$ cat config.mk
export PLATFORM = sky130hd
export DESIGN_NAME = mvm_proposed_core
export DESIGN_NICKNAME = d
export VERILOG_FILES = /design/src/rtl/mvm_proposed_core.sv
export SDC_FILE = /design/constraint.sdc
export NUM_CORES = 1
export LEC_CHECK = 0
export CORE_MARGIN = 10
export CORE_UTILIZATION = 45
export DETAILED_ROUTE_END_ITERATION = 8
export PLACE_DENSITY_LB_ADDON = 0.12
export SLEW_MARGIN = 20
export SYNTH_ARGS = -nofsm -noshare
export SYNTH_HDL_FRONTEND = slang
export SYNTH_SLANG_ARGS = --single-unit
$ cat constraint.sdc
create_clock -name CLOCK_50 -period 24.8 [get_ports CLOCK_50]
set_clock_uncertainty 0.15 [all_clocks]
set_input_delay 4.96 -clock CLOCK_50 [delete_from_list [all_inputs] [get_ports CLOCK_50]]
set_output_delay 4.96 -clock CLOCK_50 [all_outputs]
set_load 0.02 [all_outputs]
$ cat src/rtl/mvm_proposed_core.sv
// ---------------------------------------------------------------------------
// mvm_proposed_core
//   One MVM row engine for the LSTM accelerator datapath. Computes a single
//   saturated output element v = sat(sum_i w[i]*u[i]) over S unsigned N-bit
//   operand pairs. The weights are consumed one bit at a time. For every
//   weight bit, each operand pair goes through a 4-way select
//   (0 / a / c / sat(a+c)), and the pair results are accumulated with
//   saturation. The per-bit sums are then shifted by their bit weight,
//   truncated to N bits, and added into the final result with saturation.
//   No add anywhere in the block wraps around.
//
//   w and u are registered once. v is combinational from those registers, so
//   the latency is 1 cycle.
//
// Parameters
//   N  element width (bits); all elements are unsigned
//   S  elements per vector; must be even and >= 2
//
// Ports
//   CLOCK_50  in   1     rising-edge clock
//   reset_n   in   1     asynchronous active-low reset; clears the input registers
//   w         in   S*N   weight vector, element i = w[(i+1)*N-1 -: N]
//   u         in   S*N   input vector,  element i = u[(i+1)*N-1 -: N]
//   v         out  N     saturated result element
//
// Configuration
//   MVM_OUT_REG_EN  when defined, v comes from an output register that loads
//                   the final sum on every posedge and resets asynchronously
//                   to 0. This makes the latency 2 cycles. When undefined
//                   (the default), v is combinational.
// ---------------------------------------------------------------------------
`timescale 1ns/1ps

module mvm_proposed_core #(
    parameter int N = 8,
    parameter int S = 8
) (
    input  logic             CLOCK_50,
    input  logic             reset_n,
    input  logic [S*N-1:0]   w,
    input  logic [S*N-1:0]   u,
    output logic [N-1:0]     v
);

    localparam int P = S / 2;

    // Unsigned N-bit add that clamps to all-ones when it carries out.
    function automatic logic [N-1:0] sat_add(input logic [N-1:0] x,
                                             input logic [N-1:0] y);
        logic [N:0] sum;
        sum = {1'b0, x} + {1'b0, y};
        return sum[N] ? {N{1'b1}} : sum[N-1:0];
    endfunction

    logic [S*N-1:0] w_r;
    logic [S*N-1:0] u_r;

    // NOTE: sequential state uses non-blocking assignments so that every
    // register samples its input from before the clock edge.
    always_ff @(posedge CLOCK_50 or negedge reset_n) begin
        if (!reset_n) begin
            w_r <= '0;
            u_r <= '0;
        end else begin
            w_r <= w;
            u_r <= u;
        end
    end

    // Unpack the registered vectors into element arrays, using constant indices.
    logic [N-1:0] w_e [S];
    logic [N-1:0] u_e [S];

    for (genvar i = 0; i < S; i++) begin : g_unpack
        assign w_e[i] = w_r[(i+1)*N-1 -: N];
        assign u_e[i] = u_r[(i+1)*N-1 -: N];
    end

    // part[b][p]  running saturated sum of the pair selects 0..p for weight bit b
    // acc[b]      running saturated final sum over weight bits 0..b-1
    logic [N-1:0] part [N][P];
    logic [N-1:0] acc  [N+1];

    assign acc[0] = '0;

    for (genvar b = 0; b < N; b++) begin : g_bit
        for (genvar p = 0; p < P; p++) begin : g_pair
            logic [N-1:0] sel;

            // NOTE: sel gets a default before the case, so no path through
            // the block can leave it unassigned and infer a latch.
            always_comb begin
                sel = '0;
                case ({w_e[2*p+1][b], w_e[2*p][b]})
                    2'b01:   sel = u_e[2*p];
                    2'b10:   sel = u_e[2*p+1];
                    2'b11:   sel = sat_add(u_e[2*p], u_e[2*p+1]);
                    default: sel = '0;
                endcase
            end

            if (p == 0) begin : g_first
                assign part[b][p] = sel;
            end else begin : g_accum
                assign part[b][p] = sat_add(part[b][p-1], sel);
            end
        end

        // The bits shifted past N-1 are dropped on purpose, not saturated.
        // Only the add below saturates.
        logic [N-1:0] shifted;
        assign shifted  = part[b][P-1] << b;
        assign acc[b+1] = sat_add(acc[b], shifted);
    end

`ifdef MVM_OUT_REG_EN
    always_ff @(posedge CLOCK_50 or negedge reset_n) begin
        if (!reset_n) begin
            v <= '0;
        end else begin
            v <= acc[N];
        end
    end
`else
    assign v = acc[N];
`endif

endmodule

## Word level (Yosys, flattened, before mapping)

Index checks and enable logic that the tools add are counted.

- Add/sub/neg operators: 35
- Eq/ne operators: 96
- Mux-type cells: 67

Operators with widths:

| operator | count |
|---|---|
| case mux 8 bit (3 select lines) | 32 |
| adder 8 x 8 -> 9 bit | 35 |
| 2-to-1 mux 8 bit | 28 |
| equality test 2 bit (second input constant) | 64 |
| equality test 2 x 1 -> 1 bit (second input constant) | 32 |
| 2-to-1 mux 7 bit | 1 |
| 2-to-1 mux 6 bit | 1 |
| 2-to-1 mux 5 bit | 1 |
| 2-to-1 mux 4 bit | 1 |
| 2-to-1 mux 3 bit | 1 |
| 2-to-1 mux 2 bit | 1 |
| 2-to-1 mux 1 bit | 1 |

- Flip-flop bits (word level): 128
- Input port bits: 130
- Word-level logic and storage cells: 200

## Longest topological paths before layout

- Depth after elaboration: 23
- Gate-level depth with buffers: 64
- Mapped depth without buffers: 63

## Worst setup path after synthesis

OpenSTA, ideal clock, no wires.

- Path kind: register -> output
- Start: reg u_r[0]
- End: out v[0]
- Data arrival time: 14.461 ns
- Data required time: 19.690 ns
- Slack: 5.229 ns
- Cell stages (with the launch flop): 65
- Buffers on the path: 1
- Path through: dfrtp_1 -> ha_1 -> fa_1 -> a21oi_1 -> o2111ai_1 -> and2_1 -> clkbuf_1 -> nor3b_1 -> o21ai_0 -> ha_1 -> inv_1 -> fa_1 -> nor2b_1 -> o31a_1 -> o21a_1 -> o21bai_1 -> nand3b_1 -> ha_1 -> [29 not listed] -> ha_1 -> inv_1 -> fa_1 -> inv_1 -> a21o_1 -> a21oi_1 -> nand2_1 -> ha_1 -> a21o_1 -> a21oi_1 -> nand2_1 -> ha_1 -> fa_1 -> a21oi_1 -> nand2_1 -> o32ai_1 -> nand4b_1 -> or4_1

- Word-level cells in the longest chain between the ends: 23

RTL lines:

| element | line | text |
|---|---|---|
| from (decl) | 56 | `logic [S*N-1:0] u_r;` |
| from (signal assigned) | 66 | `u_r <= u;` |
| adder 8 x 8 -> 9 bit | 51 | `sum = {1'b0, x} + {1'b0, y};` |
| 2-to-1 mux 8 bit | 52 | `return sum[N] ? {N{1'b1}} : sum[N-1:0];` |
| case mux 8 bit (3 select lines) | 94 | `case ({w_e[2*p+1][b], w_e[2*p][b]})` |
| adder 8 x 8 -> 9 bit | 51 |  |
| 2-to-1 mux 8 bit | 52 |  |
| adder 8 x 8 -> 9 bit | 51 |  |
| 2-to-1 mux 8 bit | 52 |  |
| adder 8 x 8 -> 9 bit | 51 |  |
| [7 not listed] | n/a |  |
| adder 8 x 8 -> 9 bit | 51 |  |
| 2-to-1 mux 8 bit | 52 |  |
| adder 8 x 8 -> 9 bit | 51 |  |
| 2-to-1 mux 8 bit | 52 |  |
| adder 8 x 8 -> 9 bit | 51 |  |
| 2-to-1 mux 8 bit | 52 |  |
| adder 8 x 8 -> 9 bit * | 51 |  |
| 2-to-1 mux 8 bit * | 52 |  |
| to (decl) | 42 | `output logic [N-1:0] v` |

Every way passes the cells marked *; elsewhere a longest branch is shown, timed or not.

## Final worst setup path

- Start: reg u_r[24]
- End: out v[0]

Same word-level chain as after synthesis.

==> metrics <==
NetSw around 1.4 mW; Final Hold Violating Endpoints 0; Post-synth EDFFs 0; Seq pwr share 9.5%; Vias per Instance between 6 and 7; register area share after synthesis 16.8%; post-synthesis compound-gate area fraction around a third; CP top delay family compound AO/OA/AOI/OAI gates; CTS tree built; crit end category output pin; via count around 20k; top-count cell post-synth o21ai_0; Routability Congestion approximately 1.0; Worst Setup SP u_r[24]; Arr. time, crit path between 15000 and 20000 ps; CP Depth just over 60; # hold bufs at CTS 0; CTS Root Buffer Type clkbuf_16; top post-synthesis cells by area dfrtp_1 17%, ha_1 16%, o21ai_0 10%, nand2_1 7.1%, a21oi_1 5.0%; Crit path top cell by count ha_1; top-area cell type share of the netlist area approximately 17%; sw frac between 50% and 60%; Synth area leader dfrtp_1; clock power share roughly 10%; Critical Path Start Type flop; top cells by count, synth 396 x o21ai_0, 360 x nand2_1, 248 x ha_1, 216 x nor2_1, 189 x a21oi_1; Hold Path Class in -> async; post-DP HPWL between 60 and 70 mm; Synth Flop Type dfrtp_1; Die Width roughly 230 um; Buf/Inv on CP 3; Multi-input gate area 15100 sq um; Hold Slack between 4000 and 5000 ps; Power Density approximately 130 nW/um^2; syn nets around 3.0k; total grt overflow 0; Reg clk slew, reported paths roughly 60 ps; Syn. warnings 0; Mapped Avg Cell Area 7.30 sq um; Tcrit/Tclk final 93.5%; WL/cell 23.7 um; Max-Cap Viols 0; Core Area approximately 42000 sq um; Post-CTS Setup Inserts 0; Slew Limit Fails 0; #FFs+latches synth 128; Rows 75; Die Y 226 um; first-pass GRT wire length around 110 mm; top achievable clock speed around 0.043 GHz; # H-tree levels 4; Synth async-reset ratio 100%; Initial Util between 40% and 50%; Ports 138; multiplexer share of the synthesized area 0.499%; simple logic cell fraction of the synthesized area about 22%; TNS Setup 0 ps; crit path kind reg -> out; all-layer global routing usage between 20 and 30%; largest net degree at the start of global routing 67; Slew @ Worst Pin roughly 1300 ps; largest family of logic cells by synthesized area compound AO/OA/AOI/OAI gates; Max-slew headroom a little over an eighth; WP data required ~20000 ps; DP Area 20600 sq um; Post-Route Utilization 50.6%; RSZ-0062 raised after global routing false; Detail Route Antenna Nets 0; Power Internal 1.32 mW; Synth Area in XOR/XNOR under 10%; Leak between 9 and 10 nW; Largest stage delay, worst path 670 ps; Logic pwr share approximately 80%; Cells after Synth between 2k and 3k; IO Port Bufs around 140; Crit-path slowest cell o41ai_1; adder-cell share of the synthesized area ~20%; Worst setup endpoint v[0]; Final setup viols 0; Mapped Area between 15000 and 20000 sq um; area growth from synthesis to layout 11.4%; CP max FO 10; outcome finished clean; WL final about 75 mm; Post-route DRC 0; clk sinks ~130; fill count ~4.1k; clock buffer depth 2; vias in the first global route ~19k; die area ~51000 sq um; Final min period around 23000 ps; initial antenna violation count 6; Peak VDD IR between 0.15 and 0.2 mV; initial DRC count about 2.5k; design area ~21000 sq um; Netlist cell types 60; CTS Buf Count 17; layout cells sized above 1 under 10%; cts repair resizes 0; NumNets Final ~3.0k; first-pass detailed-route iteration total 6; FF/Latch Area approximately 3200 sq um
state kept, by name (all words and copies together) (netlist names):
signal  cells
u_r        64
w_r        64
worst min path at each step:
stage,from,cells after the start,endpoint
after floorplan,reset_n,0,u_r[0]
after global placement,reset_n,1,w_r[23]
after detailed placement,reset_n,1,w_r[23]
after CTS,reset_n,1,w_r[23]
after global routing,reset_n,1,w_r[31]
final,reset_n,1,u_r[26]
per-stage QoR:
| step | cells | power [mW] | setup slack (ps) |
|---|---|---|---|
| finish | 3177 | 2.73 | 1600 |
| global route | 3175 | 3.01 | 444 |
| CTS | 3175 | 2.70 | 1890 |
| detailed placement | 3143 | 2.39 | 2490 |
| global placement | 3143 | 2.37 | 3020 |
| floorplan | 2613 | 1.86 | 5230 |
power by group through the flow:
stage | Combinational (mW) | Clock (mW) | Sequential, mW
floorplan | 1.63 | 0 | 0.230
global placement | 2.11 | 0 | 0.260
detailed placement | 2.13 | 0 | 0.260
CTS | 2.16 | 0.287 | 0.256
global route | 2.46 | 0.293 | 0.260
finish | 2.19 | 0.279 | 0.259
final cells by class:
cell class,count,area share (%)
Tap cell,539,3.17
Inverter,34,0.601
Clock buffer,20,2.10
Sequential cell,128,15.1
Antenna cell,2,0.0236
Clock inverter,12,0.860
Multi-Input combinational cell,2288,71.1
Timing Repair Buffer,154,7.06
logic make-up after synthesis:
| kind of cell | count (synthesis) |
|---|---|
| xor+xnor | 68 |
| compound gates | 1023 |
| buf+inv | 197 |
| simple gates | 907 |
| mux | 9 |
| flops | 128 |
| fa+ha+maj | 281 |
layer usage:
metal / vias to the layer above / share of wire [%] / track usage [%]
li1: 9598 / - / -
met1: 9554 / 45 / 39.9
met2: 955 / 43 / 44.2
met3: 127 / 9.0 / 6.62
met4: 4 / 2.6 / 9.13
met5: - / 0.036 / 0
placed cells by master (no fill, tap or decap), types with 43 or more instances in the layout:
cell type	count
nor2b_1	57
a21o_1	94
nand2_1	360
o21a_1	53
dfrtp_1	128
nor3_1	82
nor2_1	216
o21ai_0	396
clkdlybuf4s50_1	136
a211oi_1	58
a21oi_1	189
ha_1	248
xor2_1	43
Power figures use the tool's default switching activity.
